--- config.mk ---
export PLATFORM = sky130hd
export DESIGN_NAME = hwag_capture
export DESIGN_NICKNAME = d
export VERILOG_FILES = /design/src/rtl/hwag_pkg.sv /design/src/rtl/hwag_edge_filter.sv /design/src/rtl/hwag_capture.sv
export SDC_FILE = /design/constraint.sdc
export NUM_CORES = 1
export LEC_CHECK = 0
export BUFFER_PORTS_ARGS = -buffer_cell sky130_fd_sc_hd__buf_2
export CAP_MARGIN = 20
export CORE_MARGIN = 2
export CORE_UTILIZATION = 61
export DETAILED_ROUTE_END_ITERATION = 10
export PLACE_DENSITY = 0.86
export SYNTH_ARGS = -nofsm -noshare
export SYNTH_HDL_FRONTEND = slang
export SYNTH_HIERARCHICAL = 1
export SYNTH_SLANG_ARGS = --single-unit
--- constraint.sdc ---
create_clock -name clk -period 5.29 [get_ports clk]
set_input_delay 0.529 -clock clk [delete_from_list [all_inputs] [get_ports clk]]
set_output_delay 0.529 -clock clk [all_outputs]
set_load 0.01 [all_outputs]
--- src/rtl/hwag_pkg.sv ---
// hwag_pkg -- shared constants and types for the crank-angle generator front end.
//
// Contents:
//   EDGE_RISE / EDGE_FALL   values of the edge_sel input
//   HWAG_WIDTH              default period timer / capture register width
//   HWAG_FILT_WIDTH         default glitch-filter length width
//   cap_cnt_t               count of real periods held in the capture history
package hwag_pkg;

  localparam logic EDGE_RISE = 1'b0;
  localparam logic EDGE_FALL = 1'b1;

  localparam int HWAG_WIDTH      = 24;
  localparam int HWAG_FILT_WIDTH = 4;

  typedef logic [1:0] cap_cnt_t;

  // History is full once three real periods have been shifted in.
  localparam cap_cnt_t CAP_CNT_FULL = 2'd3;

endpackage

--- src/rtl/hwag_edge_filter.sv ---
// hwag_edge_filter -- synchroniser, glitch filter and edge detector for the
// tooth sensor input.
//
// Ports:
//   clk, rst        system clock, synchronous active-high reset
//   ena_i           prescaler tick; the filter only advances when high
//   cap_i           raw asynchronous tooth sensor input
//   edge_sel_i      EDGE_RISE / EDGE_FALL, which filtered toggle is accepted
//   filt_len_i      consecutive ena samples needed to accept a level change
//   level_o         filtered level
//   edge_o          one-cycle pulse (combinational) in the accepting cycle
module hwag_edge_filter
  import hwag_pkg::*;
#(
  parameter int FILT_WIDTH = HWAG_FILT_WIDTH
) (
  input  logic                  clk,
  input  logic                  rst,
  input  logic                  ena_i,
  input  logic                  cap_i,
  input  logic                  edge_sel_i,
  input  logic [FILT_WIDTH-1:0] filt_len_i,
  output logic                  level_o,
  output logic                  edge_o
);

  localparam logic [FILT_WIDTH:0] CNT_ONE = {{FILT_WIDTH{1'b0}}, 1'b1};

  logic                  sync1_q, sync2_q;
  logic                  level_q, level_d;
  logic [FILT_WIDTH-1:0] cnt_q, cnt_d;
  logic [FILT_WIDTH:0]   len_eff;
  logic [FILT_WIDTH:0]   cnt_inc;
  logic                  toggle;

  always_comb begin
    // A length of zero is treated as one sample.
    len_eff = (filt_len_i == '0) ? CNT_ONE : {1'b0, filt_len_i};
    // One bit wider so the compare cannot wrap at the maximum length.
    cnt_inc = {1'b0, cnt_q} + CNT_ONE;
    toggle  = ena_i && (sync2_q != level_q) && (cnt_inc >= len_eff);

    cnt_d   = cnt_q;
    level_d = level_q;
    if (ena_i) begin
      if ((sync2_q == level_q) || toggle) begin
        cnt_d = '0;
      end else begin
        cnt_d = cnt_inc[FILT_WIDTH-1:0];
      end
      if (toggle) begin
        level_d = ~level_q;
      end
    end

    // The new filtered level equals sync2_q; accept it only in the chosen direction.
    edge_o = toggle && ((edge_sel_i == EDGE_RISE) ? sync2_q : ~sync2_q);
  end

  always_ff @(posedge clk) begin
    if (rst) begin
      sync1_q <= 1'b0;
      sync2_q <= 1'b0;
      level_q <= 1'b0;
      cnt_q   <= '0;
    end else begin
      sync1_q <= cap_i;
      sync2_q <= sync1_q;
      level_q <= level_d;
      cnt_q   <= cnt_d;
    end
  end

  assign level_o = level_q;

endmodule

--- src/rtl/hwag_capture.sv ---
// hwag_capture -- tooth period measurement with a three-deep history.
//
// Ports:
//   clk, rst        system clock, synchronous active-high reset
//   ena             prescaler tick; timer and filter advance only when high
//   cap_in          raw asynchronous tooth sensor input
//   edge_sel        0 = capture on rising edge, 1 = capture on falling edge
//   filt_len        glitch-filter length in ena samples (0 acts as 1)
//   tcnt            ticks since the last accepted edge (saturating)
//   cap0/cap1/cap2  newest / previous / oldest captured period
//   cap_strobe      one-cycle pulse in the cycle the history shifts
//   cap_valid       all three captures hold real periods
//   stall           timer saturated or no reference edge yet
module hwag_capture
  import hwag_pkg::*;
#(
  parameter int WIDTH      = HWAG_WIDTH,
  parameter int FILT_WIDTH = HWAG_FILT_WIDTH
) (
  input  logic                  clk,
  input  logic                  rst,
  input  logic                  ena,
  input  logic                  cap_in,
  input  logic                  edge_sel,
  input  logic [FILT_WIDTH-1:0] filt_len,
  output logic [WIDTH-1:0]      tcnt,
  output logic [WIDTH-1:0]      cap0,
  output logic [WIDTH-1:0]      cap1,
  output logic [WIDTH-1:0]      cap2,
  output logic                  cap_strobe,
  output logic                  cap_valid,
  output logic                  stall
);

  localparam logic [WIDTH-1:0] TMAX = '1;
  localparam logic [WIDTH-1:0] TONE = {{(WIDTH-1){1'b0}}, 1'b1};

  logic             edge_acc;
  // Filtered level is not needed for period measurement.
  logic             filt_level_unused;

  logic [WIDTH-1:0] tcnt_q, tcnt_d;
  logic [WIDTH-1:0] cap0_q, cap0_d, cap1_q, cap1_d, cap2_q, cap2_d;
  logic             strobe_q, strobe_d;
  logic             valid_q, valid_d;
  logic             stall_q, stall_d;
  cap_cnt_t         vcnt_q, vcnt_d;
  logic [WIDTH-1:0] tcnt_inc;

  hwag_edge_filter #(
    .FILT_WIDTH (FILT_WIDTH)
  ) u_edge_filter (
    .clk        (clk),
    .rst        (rst),
    .ena_i      (ena),
    .cap_i      (cap_in),
    .edge_sel_i (edge_sel),
    .filt_len_i (filt_len),
    .level_o    (filt_level_unused),
    .edge_o     (edge_acc)
  );

  always_comb begin
    // Saturating tcnt+1: both the next timer value and the captured period.
    tcnt_inc = (tcnt_q == TMAX) ? TMAX : (tcnt_q + TONE);

    tcnt_d   = tcnt_q;
    cap0_d   = cap0_q;
    cap1_d   = cap1_q;
    cap2_d   = cap2_q;
    stall_d  = stall_q;
    vcnt_d   = vcnt_q;
    strobe_d = 1'b0;

    // edge_acc is only ever high on an ena cycle, and it wins over saturation.
    if (edge_acc) begin
      tcnt_d = '0;
      if (stall_q) begin
        // This edge only becomes the reference for the next period.
        stall_d = 1'b0;
      end else begin
        cap2_d   = cap1_q;
        cap1_d   = cap0_q;
        cap0_d   = tcnt_inc;
        strobe_d = 1'b1;
        vcnt_d   = (vcnt_q == CAP_CNT_FULL) ? vcnt_q : (vcnt_q + 2'd1);
      end
    end else if (ena) begin
      tcnt_d = tcnt_inc;
      if (tcnt_inc == TMAX) begin
        stall_d = 1'b1;
        cap0_d  = '0;
        cap1_d  = '0;
        cap2_d  = '0;
        vcnt_d  = '0;
      end
    end

    valid_d = (vcnt_d == CAP_CNT_FULL);
  end

  always_ff @(posedge clk) begin
    if (rst) begin
      tcnt_q   <= '0;
      cap0_q   <= '0;
      cap1_q   <= '0;
      cap2_q   <= '0;
      strobe_q <= 1'b0;
      valid_q  <= 1'b0;
      stall_q  <= 1'b1;
      vcnt_q   <= '0;
    end else begin
      tcnt_q   <= tcnt_d;
      cap0_q   <= cap0_d;
      cap1_q   <= cap1_d;
      cap2_q   <= cap2_d;
      strobe_q <= strobe_d;
      valid_q  <= valid_d;
      stall_q  <= stall_d;
      vcnt_q   <= vcnt_d;
    end
  end

  assign tcnt       = tcnt_q;
  assign cap0       = cap0_q;
  assign cap1       = cap1_q;
  assign cap2       = cap2_q;
  assign cap_strobe = strobe_q;
  assign cap_valid  = valid_q;
  assign stall      = stall_q;

endmodule

Word level (Yosys, flattened, before mapping). Cells that the tools add are included.

Bits in registers: 108. Bits of input ports: 9.

$add $sub $neg: 3. Magnitude comparators: 1. Equal/unequal tests: 7. Muxes and demuxes: 21. Bitwise gates (word level): 3. Reductions and logical operators: 12.

Operator list (number): $mux 24 (9); $eq 24x24->1 const B (2); $add 24x1->24 const B (1); $mux 2 (5); $mux 4 (2); $add 4x1->5 const B (1); $ge 5x5->1 (1); $mux 1 (5); $eq 2x2->1 const B (2); $logic_not 4->1 (1); $reduce_and 2->1 (2); $reduce_bool 2->1 (2); $reduce_or 2->1 (2); $logic_and 1x1->1 (3); $not 1->1 (3); $reduce_and 3->1 (1); $add 2x1->2 const B (1); $ne 2x2->1 const B (1); $eq 1x1->1 (1); $logic_or 1x1->1 (1); $ne 1x1->1 (1).

Logic depth before layout (Yosys ltp). Gate-level depths: netlist (run 1).

Depth after elaboration: 7. Depth in mapped cells: 15. Mapped depth without buffers: 14.

Cells and area by module. The synthesis (run 1) kept the hierarchy.

By module, submodules not included: hwag_capture (instances 1, cells an instance 694, area each 5770.5 sq um); hwag_edge_filter (instances 1, cells an instance 49, area each 447.9 sq um).

Least setup slack after synthesis (run 1). No wires, ideal clock.

Path kind: input port to flip-flop. Start: in filt_len[2]. End: reg cap0_q[6], in the netlist cap0[6]. Setup time: 0.155 ns. Arrival time: 3.094 ns. Data required time: 5.135 ns. Slack: 2.041 ns. Stages on the path: 14. Buffers on the path: 3. Cell sequence: inv_1 > a31o_2 > ha_1 > nand2b_4 > a211oi_2 > o21ai_0 > nand2_1 > a21oi_1 > nand2b_1 > clkbuf_1 > or2_2 > clkbuf_1 > clkbuf_1 > o221ai_1.

Cells in the longest elaborated chain, start to end: 7. Elaborated cells between the ends (all ways): 10. Those cells by class: 1 x order compare; 1 x eq/ne; 2 x mux; 6 x reduce/logical.

RTL lines: start: declaration (RTL line hwag_capture.sv:25) `input logic [FILT_WIDTH-1:0] filt_len,`; $logic_not 4->1 (RTL line hwag_edge_filter.sv:38) `len_eff = (filt_len_i == '0) ? CNT_ONE : {1'b0, filt_len_i};`; $mux 4 * (RTL line hwag_edge_filter.sv:38); $ge 5x5->1 * (RTL line hwag_edge_filter.sv:41) `toggle = ena_i && (sync2_q != level_q) && (cnt_inc >= len_eff);`; $logic_and 1x1->1 * (RTL line hwag_edge_filter.sv:41); $logic_and 1x1->1 * (RTL line hwag_edge_filter.sv:57) `edge_o = toggle && ((edge_sel_i == EDGE_RISE) ? sync2_q : ~sync2_q);`; named net edge_acc (RTL line hwag_capture.sv:38) `logic edge_acc;`; $ne 2x2->1 (no source line) or $reduce_bool 2->1 (tied branches); $reduce_and 3->1 (no source line); end signal: assignment (RTL line hwag_capture.sv:114) `cap0_q <= cap0_d;`; end: declaration (RTL line hwag_capture.sv:43) `logic [WIDTH-1:0] cap0_q, cap0_d, cap1_q, cap1_d, cap2_q, cap2_d;`.

The timed path passes the listed nets; every way through them passes the cells marked *. A chain may end at the register's enable or synchronous reset.

Worst setup path in the final report (run 1).
Start: reg tcnt_q[0], in the netlist tcnt[0]. End: reg valid_q, in the netlist cap_valid.

Cells in the longest elaborated chain, start to end: 7. Elaborated cells between the ends (all ways): 8. Those cells by class: 1 x add/sub; 3 x eq/ne; 4 x mux.

RTL lines: start: declaration (RTL line hwag_capture.sv:42) `logic [WIDTH-1:0] tcnt_q, tcnt_d;`; start signal: assignment (RTL line hwag_capture.sv:113) `tcnt_q <= tcnt_d;`; $add 24x1->24 or $eq 24x24->1 (tied branches) (RTL line hwag_capture.sv:65) `tcnt_inc = (tcnt_q == TMAX) ? TMAX : (tcnt_q + TONE);`; $mux 24 * (RTL line hwag_capture.sv:65); $eq 24x24->1 * (RTL line hwag_capture.sv:90) `if (tcnt_inc == TMAX) begin`; $mux 2 * (RTL line hwag_capture.sv:90); $mux 2 * (RTL line hwag_capture.sv:88) `end else if (ena) begin`; $mux 2 * (RTL line hwag_capture.sv:76) `if (edge_acc) begin`; $eq 2x2->1 * (RTL line hwag_capture.sv:99) `valid_d = (vcnt_d == CAP_CNT_FULL);`; end signal: assignment (RTL line hwag_capture.sv:118) `valid_q <= valid_d;`; end: declaration (RTL line hwag_capture.sv:45) `logic valid_q, valid_d;`.

Every way passes the cells marked *; elsewhere a longest branch is shown, timed or not.

==> results.json, run 1 <==
{
  "r2r.worst_path.cells": 7,
  "worst-r2r-setup-slack_ns": 1.47,
  "post_cts_buffers": 0,
  "seqPwrFrac_pct": 59.5,
  "hold_slack_ns": 0.358,
  "dieArea_um2": 11000,
  "start_kind": "flip-flop",
  "vias": 5808,
  "clock_latency_ns": 0.39,
  "drt_pass1_iterations": 6,
  "antenna_found_initial": 1,
  "yosys_warnings": 6,
  "setup_viol": 0,
  "postRouteAntennaNets": 0,
  "p_comb_share_pct": 5.3,
  "relSlewSlack_pct": 26.0,
  "ctsHoldBuffers": 0,
  "rsz0062_at_grt": "false",
  "required_ns": 5.50,
  "maxSlewViolCount": 0,
  "grt_pass1_vias": 5439,
  "routed_wl_um": 16500,
  "cts_buffer_depth": 2,
  "globalplace.congestion": 0.929,
  "synth_area_um2": 6220,
  "power_leakage_nw": 2.68,
  "gr-usage-all-layers_pct": 29.9,
  "tns_ns": 0,
  "hold_path.class": "in2reg",
  "clock_skew_ns": 0.0155,
  "synth_edf_count": 0,
  "ios": 108,
  "grt-ovfl-total": 0,
  "grt_pass1_wl_um": 27100,
  "switchingPower_mw": 0.356,
  "initial_utilization_pct": 63.3,
  "fin_nets": 814,
  "p_sw_share_pct": 25.4,
  "peakVddDrop_mv": 0.123,
  "arrival_ns": 4.03,
  "post_dp_cell_area_um2": 6660,
  "cts.clk_slew.worst_paths_ns": 0.10,
  "syn_to_final_growth_pct": 10.2,
  "final_hold_viol_count": 0,
  "min_path_cells": 2,
  "clock_sinks": 108,
  "maxCapViolCount": 0,
  "dp_hpwl_um": 11000,
  "power_density_nw_per_um2": 205,
  "critPathCaptureType": "flip-flop",
  "num_rows": 36,
  "ys_seq_area_share_pct": 34.8,
  "cts_made_buffers": 9,
  "worst_r2r_endpoint": "cap_valid",
  "via_per_inst": 6.20,
  "critPathKind": "reg2reg",
  "p_int_mw": 1.05,
  "synth-seq-cells": 108,
  "cts_tree": "yes",
  "wl_per_cell_um": 17.6,
  "drtIter0Drc": 487,
  "synth_async_sr_flop_share_pct": 0,
  "die_y_um": 105,
  "yosysUniqueCellTypes": 59,
  "grt_max_degree": 87,
  "clockRootBuffer": "clkbuf_8",
  "r2r_start": "tcnt[0]",
  "core_area_um2": 9820,
  "worst_hold_path.endpoint": "u_edge_filter/sync1_q",
  "outcome": "complete, no violations",
  "fin_crit_sh_pct": 72.2,
  "drcViolationCount": 0,
  "finalCriticalPeriod_ns": 3.82,
  "htreeDepth": 3,
  "pwr-share-clk_pct": 35.2,
  "hold_path.startpoint": "cap_in",
  "fin_area_um2": 6850,
  "postSynthCellCount": 743,
  "cts.repair.resized": 0,
  "worst-slew-pin-transition_ns": 1.10,
  "synth_nets": 758,
  "timing.fmax_mhz": 262,
  "drive_gt1_share_pct": 23.8,
  "synthFlopType": "dfxtp_1",
  "avgSynthCellArea_um2": 8.37,
  "critical_path_peak_fanout": 76,
  "fp.dieW_um": 105,
  "total_power_mw": 1.40,
  "io_buffers": 107
}
## routing by layer
metal,GRT usage [%],vias up,share of wire (%),routed length (um)
li1,-,2766,-,-
met1,40.1,2753,43,7040
met2,48.1,248,48,7840
met3,3.99,41,6.4,1050
met4,13.2,0,3.2,519
met5,0,-,0,0
## cell usage after synthesis, types with 11 or more instances
cell / n / area share, %
nand2_1: 120 / 7.2
dfxtp_1: 108 / 35
o21bai_1: 72 / 8.7
clkbuf_1: 54 / 3.3
nor2b_1: 50 / 5.0
nor2_1: 42 / 2.5
o211ai_1: 32 / 3.9
nand3b_1: 26 / 3.1
o211ai_2: 25 / 5.0
a211oi_1: 15 / 1.8
o21ai_0: 15 / 1.2
a21oi_1: 14 / 1.1
o221ai_2: 14 / 3.4
nor3_1: 13 / 1.0
inv_1: 12 / 0.72
xnor2_1: 11 / 1.5
## per-stage QoR
step / utilization, % / worst slack [ns] / instances
3_5_place_dp: 67.9 / 1.59 / 920
3_3_place_gp: 67.9 / 1.72 / 920
6_report: 69.8 / 1.47 / 937
4_1_cts: 69.7 / 1.56 / 935
2_1_floorplan: - / 2.04 / 743
5_1_grt: 69.8 / 1.30 / 936
## cell usage in the layout (no fill, tap or decap), types with 3 or more instances in the layout
cell type  Yosys  routed
o211ai_1      32      32
nor2_1        42      41
dfxtp_1      108     108
nor3_1        13      13
buf_4          1       7
nand2b_1       5       4
a31oi_1        3       3
inv_1         12      12
o211ai_2      25      25
and3_1         5       5
mux2i_1        3       3
and4_1         5       5
o21ai_0       15      15
and2_1         3       3
nand4_2        3       3
nor2b_1       50      50
xnor2_1       11      11
xor2_1         4       4
nand3_1       10      10
buf_2         10     108
o21bai_1      72      72
nand2_1      120     120
nand4_1        9       9
or3_1          4       4
or2_2          4       4
o221ai_2      14      14
nand3b_1      26      26
a21oi_1       14      12
a211oi_1      15      15
nor4_1         8       8
clkbuf_8       0      11
ha_1           6       6
## worst max-delay path by stage
stage / end / cells after the start / slack, ns / start
2_1_floorplan: cap0[6] / 14 / 2.04 / filt_len[2]
3_3_place_gp: cap_valid / 7 / 1.72 / tcnt[0]
3_5_place_dp: cap_valid / 7 / 1.59 / tcnt[0]
4_1_cts: cap_valid / 7 / 1.56 / tcnt[0]
5_1_grt: cap_valid / 7 / 1.30 / tcnt[0]
6_report: cap_valid / 7 / 1.47 / tcnt[0]
## power groups by stage
stage               clock [mW]  combinational [mW]  sequential, mW
floorplan                    0              0.0492           0.851
global placement             0              0.0715           0.852
detailed placement           0              0.0731           0.853
CTS                      0.497              0.0734           0.835
global route             0.531              0.0801           0.837
finish                   0.494              0.0737           0.835
## final cells by class
class	instances	area (um^2)
clock buffer	11	151
antenna	1	2.50
timing repair buffer	115	593
tap	133	166
sequential	108	2160
fill	808	2970
clock inverter	4	31.3
inverter	13	48.8
multi-input combinational	552	3700
## worst max-delay path, stage by stage (launching register included)
cell       delay [ns]
dfxtp_1          0.49
ha_1             0.30
nand3_1          0.41
or4_1            0.61
or3_1            0.35
a22oi_1          0.24
a32o_4           0.92
a2111oi_0        0.28
## registers in the layout, summed over array words and instances, names as in the netlist
register and cells:
u_edge_filter/sync2_q 1, u_edge_filter/cnt_q 4, u_edge_filter/level_o 1, cap_valid 1, vcnt_q 2, u_edge_filter/sync1_q 1
cap1 24, cap_strobe 1, stall 1, cap2 24, cap0 24, tcnt 24
## kinds of logic after synthesis
family / synth area share (%)
simple gates: 26.0
compound gates: 28.7
flops: 34.8
buf+inv: 6.44
xor+xnor: 2.11
fa+ha+maj: 1.21
mux: 0.845
Power figures use the tool's default switching activity.
==> run 2, diff against run 1 <==
- CORE_UTILIZATION: 61 -> 51
- PLACE_DENSITY: 0.86 -> 0.77
- clock period: 5.29 -> 3.3 ns (I/O delays scaled with it)
==> run 2 against run 1 <==
Register-to-register slack worse by 1.2 ns. Maximum frequency rose by 24%. Utilization fell by 10 points. Power rose by 84%. Largest cell class unchanged. Highest routed layer unchanged.
==> results.json, run 2 (synthesis results as in run 1) <==
{
  "drt_pass1_iterations": 5,
  "outcome": "complete, no violations",
  "clock_skew_ns": 0.00656,
  "drive_gt1_share_pct": 25.5,
  "fin_nets": 835,
  "cts_buffer_depth": 2,
  "cts.clk_slew.worst_paths_ns": 0.07,
  "drtIter0Drc": 723,
  "final_hold_viol_count": 0,
  "gr-usage-all-layers_pct": 26.5,
  "critical_path_peak_fanout": 23,
  "antenna_found_initial": 0,
  "routed_wl_um": 17200,
  "multi_input_area_um2": 3700,
  "seqPwrFrac_pct": 51.8,
  "grt_pass1_vias": 5457,
  "grt-ovfl-total": 0,
  "die_y_um": 114,
  "switchingPower_mw": 0.602,
  "grt_pass1_wl_um": 27900,
  "r2r_start": "tcnt[8]",
  "io_buffers": 107,
  "antenna_cells": 0,
  "hold_path.startpoint": "cap_in",
  "globalplace.congestion": 0.904,
  "p_sw_share_pct": 23.4,
  "maxSlewViolCount": 0,
  "tns_ns": 0,
  "critPathKind": "reg2reg",
  "hold_path.class": "in2reg",
  "r2r.worst_path.cells": 7,
  "fillers": 1109,
  "dieArea_um2": 13100,
  "final_core_util_pct": 59.8,
  "setup_viol": 0,
  "num_rows": 40,
  "p_comb_share_pct": 5.1,
  "rsz0062_at_grt": "false",
  "dp_hpwl_um": 12000,
  "arrival_ns": 3.30,
  "initial_utilization_pct": 52.0,
  "post_cts_buffers": 0,
  "fp.dieW_um": 114,
  "fin_crit_sh_pct": 93.2,
  "critPathCaptureType": "flip-flop",
  "slowest_stage": "dfxtp_1",
  "core_area_um2": 12000,
  "wl_per_cell_um": 17.7,
  "power_density_nw_per_um2": 360,
  "power_leakage_nw": 2.83,
  "cts_made_buffers": 9,
  "timing.fmax_mhz": 325,
  "postRouteAntennaNets": 0,
  "vias": 5862,
  "mostFrequentLayoutCells": "120 x nand2_1, 108 x dfxtp_1, 107 x buf_2",
  "final_common_cell": "nand2_1",
  "pwr-share-clk_pct": 43.1,
  "p_int_mw": 1.98,
  "worst_hold_path.endpoint": "u_edge_filter/sync1_q",
  "finalCriticalPeriod_ns": 3.08,
  "worst-r2r-setup-slack_ns": 0.22,
  "required_ns": 3.52,
  "relSlewSlack_pct": 49.9,
  "grt_max_degree": 72,
  "cts_tree": "yes",
  "ios": 108,
  "syn_to_final_growth_pct": 15.1,
  "max_stage_delay_ns": 0.56,
  "drcViolationCount": 0,
  "maxCapViolCount": 0,
  "peakVddDrop_mv": 0.210,
  "seqCellArea_um2": 2160,
  "clock_latency_ns": 0.36,
  "clock_sinks": 108,
  "start_kind": "flip-flop",
  "min_path_cells": 2,
  "htreeDepth": 3,
  "worst_r2r_endpoint": "cap2[22]",
  "worst-slew-pin-transition_ns": 0.751,
  "crit_chain": "nand4_2 -> or4_4 -> or3_1 -> a2111oi_0 -> a32o_4 -> buf_4 -> o211ai_1",
  "clockRootBuffer": "clkbuf_16",
  "via_per_inst": 6.03
}
-- run 2: changes by cell type in the layout (fill, tap and decap cells not counted), moves of 2 or more --
cell / change
buf_4: +21
clkbuf_8: -10
clkbuf_16: +9
clkbuf_1: +3
inv_6: -2
-- run 2: worst max-delay path by stage --
stage / start / endpoint / slack [ns] / cells after the start
after CTS: tcnt[8] / cap2[22] / 0.22 / 7
after floorplan: filt_len[2] / cap0[6] / 0.25 / 14
after global placement: tcnt[8] / cap0[6] / 0.29 / 7
after detailed placement: tcnt[8] / cap2[22] / 0.25 / 7
final: tcnt[8] / cap2[22] / 0.22 / 7
after global routing: tcnt[0] / cap2[22] / 0.04 / 9
-- run 2: metrics by stage --
| stage | hold slack [ns] | std cells | power, mW | worst slack [ns] | area, um^2 |
|---|---|---|---|---|---|
| final | 0.198 | 972 | 2.58 | 0.224 | 7160 |
| after global routing | 0.211 | 972 | 2.64 | 0.0412 | 7160 |
| after CTS | 0.194 | 972 | 2.58 | 0.216 | 7160 |
| after detailed placement | 0.434 | 956 | 1.49 | 0.250 | 6860 |
| after global placement | 0.431 | 956 | 1.49 | 0.286 | 6860 |
| after floorplan | 0.397 | 743 | 1.44 | 0.250 | 6220 |
-- run 2: what timing repair did --
| item | 4_1_cts | 5_1_grt |
|---|---|---|
| hold buffers | 0 | 0 |
| gates resized for setup | 0 | 1 |
| setup endpoints to repair | 0 | 7 |
-- run 2: cell type report --
cell class              instances  share of cell area (%)
repair buffers                136                    10.7
multi-input cells             552                    51.7
flip-flops and latches        108                    30.2
clock inverters                 3                   0.647
inverters                      13                   0.682
well taps                     147                    2.57
clock buffers                  13                    3.50
-- run 2: per-layer routing --
metal / GRT usage [%] / up-vias / share of wire [%]
met2: 42.0 / 195 / 48
met3: 3.28 / 33 / 5.0
li1: - / 2819 / -
met5: 0 / - / 0
met4: 11.5 / 0 / 2.6
met1: 36.4 / 2815 / 45
-- run 2: critical path, delay by kind of cell (launching register included) --
kind | cells | cell delay [ns]
buf+inv | 1 | 0.32
simple gates | 3 | 1.03
flops | 1 | 0.56
compound gates | 3 | 1.02
-- run 2: power by group through the flow --
stage                     registers (mW)  clock network (mW)  logic, mW
after floorplan                     1.36                   0     0.0788
after global placement              1.36                   0      0.125
after detailed placement            1.37                   0      0.128
after CTS                           1.33                1.12      0.129
after global routing                1.34                1.16      0.141
final                               1.34                1.11      0.130
==> run 3, diff against run 2 <==
- CORE_UTILIZATION: 51 -> 39
- CTS_BUF_LIST: unset -> sky130_fd_sc_hd__clkbuf_4 sky130_fd_sc_hd__clkbuf_8
- PLACE_DENSITY: 0.77 -> unset
==> run 3 against run 2 <==
Sequential power about the same. Worst hold slack got worse by 0.065 ns. Clock-buffer cell count decreased by 3. Routed wire length grew 2.0%. Setup slack got worse by 0.060 ns. Die area is 30% higher. Combinational power up 7%. Power down 1.6%. Critical path depth is the same. Utilization fell by 13 points. Critical endpoint is now cap2[2].
==> results.json, run 3 (synthesis results as in run 1) <==
{
  "peakVddDrop_mv": 0.172,
  "final_common_cell": "nand2_1",
  "postRouteAntennaNets": 0,
  "final_core_util_pct": 46.6,
  "final_hold_viol_count": 0,
  "core_area_um2": 15700,
  "fin_ws_ns": 0.164,
  "die_y_um": 130,
  "hold_path.class": "in2reg",
  "grt_max_degree": 60,
  "setup_viol": 0,
  "power_density_nw_per_um2": 346,
  "wl_per_cell_um": 16.8,
  "maxCapViolCount": 0,
  "clock_latency_ns": 0.40,
  "fin_crit_sh_pct": 95.0,
  "routed_wl_um": 17600,
  "outcome": "complete, no violations",
  "gr-usage-all-layers_pct": 21.1,
  "cts_made_buffers": 9,
  "fp.dieW_um": 130,
  "antenna_found_initial": 0,
  "antenna_cells": 0,
  "tns_ns": 0,
  "cts.repair.resized": 0,
  "rsz0062_at_grt": "false",
  "syn_to_final_growth_pct": 17.8,
  "power_leakage_nw": 2.88,
  "post_cts_buffers": 0,
  "io_buffers": 107,
  "timing.fmax_mhz": 319,
  "critPathKind": "reg2reg",
  "relSlewSlack_pct": 48.1,
  "maxSlewViolCount": 0,
  "ios": 108,
  "vias": 5708,
  "grt_pass1_vias": 5227,
  "globalplace.congestion": 0.868,
  "num_rows": 46,
  "required_ns": 3.58,
  "htreeDepth": 3,
  "ctsHoldBuffers": 0,
  "drcViolationCount": 0,
  "grt-ovfl-total": 0,
  "cts_buffer_depth": 2,
  "initial_utilization_pct": 39.6,
  "start_kind": "flip-flop",
  "via_per_inst": 5.45,
  "arrival_ns": 3.41,
  "clock_sinks": 108,
  "finalCriticalPeriod_ns": 3.14,
  "drtIter0Drc": 496,
  "fin_nets": 842,
  "worst-slew-pin-transition_ns": 0.779,
  "critical_path_peak_fanout": 30,
  "place_ws_ns": 0.261,
  "grt_pass1_wl_um": 28400,
  "clock_skew_ns": 0.0160,
  "cts_tree": "yes",
  "clockRootBuffer": "clkbuf_8",
  "drt_pass1_iterations": 5,
  "drive_gt1_share_pct": 26.5,
  "cts.clk_slew.worst_paths_ns": 0.11,
  "dieArea_um2": 17000,
  "mostFrequentLayoutCells": "120 x nand2_1, 108 x dfxtp_1, 107 x buf_2",
  "dp_hpwl_um": 12000,
  "critPathCaptureType": "flip-flop"
}
-- run 3: critical path, stage by stage (launching register included) --
cell       delay (ns)
dfxtp_1          0.43
nand4_2          0.21
or4_4            0.59
or3_1            0.33
a2111oi_0        0.62
a32o_4           0.46
buf_12           0.24
o211ai_1         0.12
-- run 3: final timing paths --
| check | endpoint | start | cells after the start | slack [ns] |
|---|---|---|---|---|
| setup / recovery | cap2[2] | tcnt[15] | 7 | 0.16 |
| hold / removal | u_edge_filter/sync1_q | cap_in | 2 | 0.13 |
| setup reg to reg | cap2[2] | tcnt[15] | 7 | 0.16 |
| hold reg to reg | u_edge_filter/sync2_q | u_edge_filter/sync1_q | 1 | 0.46 |
-- run 3: layout make-up --
cell class                 instances  area (um^2)
fill                            1562         8390
multi-input combinational        552         3700
sequential                       108         2160
timing repair buffer             143          885
tap                              216          270
clock buffer                      10          131
clock inverter                     5          125
inverter                          13         48.8
-- run 3: metrics by stage --
stage | power (mW) | hold WS (ns) | std cells | instance area [um^2]
2_1_floorplan | 1.44 | 0.397 | 743 | 6220
3_3_place_gp | 1.50 | 0.422 | 1032 | 7070
3_5_place_dp | 1.50 | 0.429 | 1032 | 7070
4_1_cts | 2.55 | 0.119 | 1047 | 7320
5_1_grt | 2.60 | 0.139 | 1047 | 7330
6_report | 2.54 | 0.132 | 1047 | 7330
-- run 3: power breakdown --
| group | internal, mW | switching, mW |
|---|---|---|
| sequential | 1.32 | 0.0157 |
| combinational | 0.0522 | 0.0870 |
| clock | 0.584 | 0.481 |
-- run 3: per-layer routing --
layer | GRT usage, % | up-vias | share of wire, %
met2 | 30.9 | 156 | 43
met3 | 3.16 | 22 | 5.1
met1 | 31.8 | 2689 | 50
met5 | 0 | - | 0
met4 | 6.58 | 0 | 1.5
li1 | - | 2841 | -
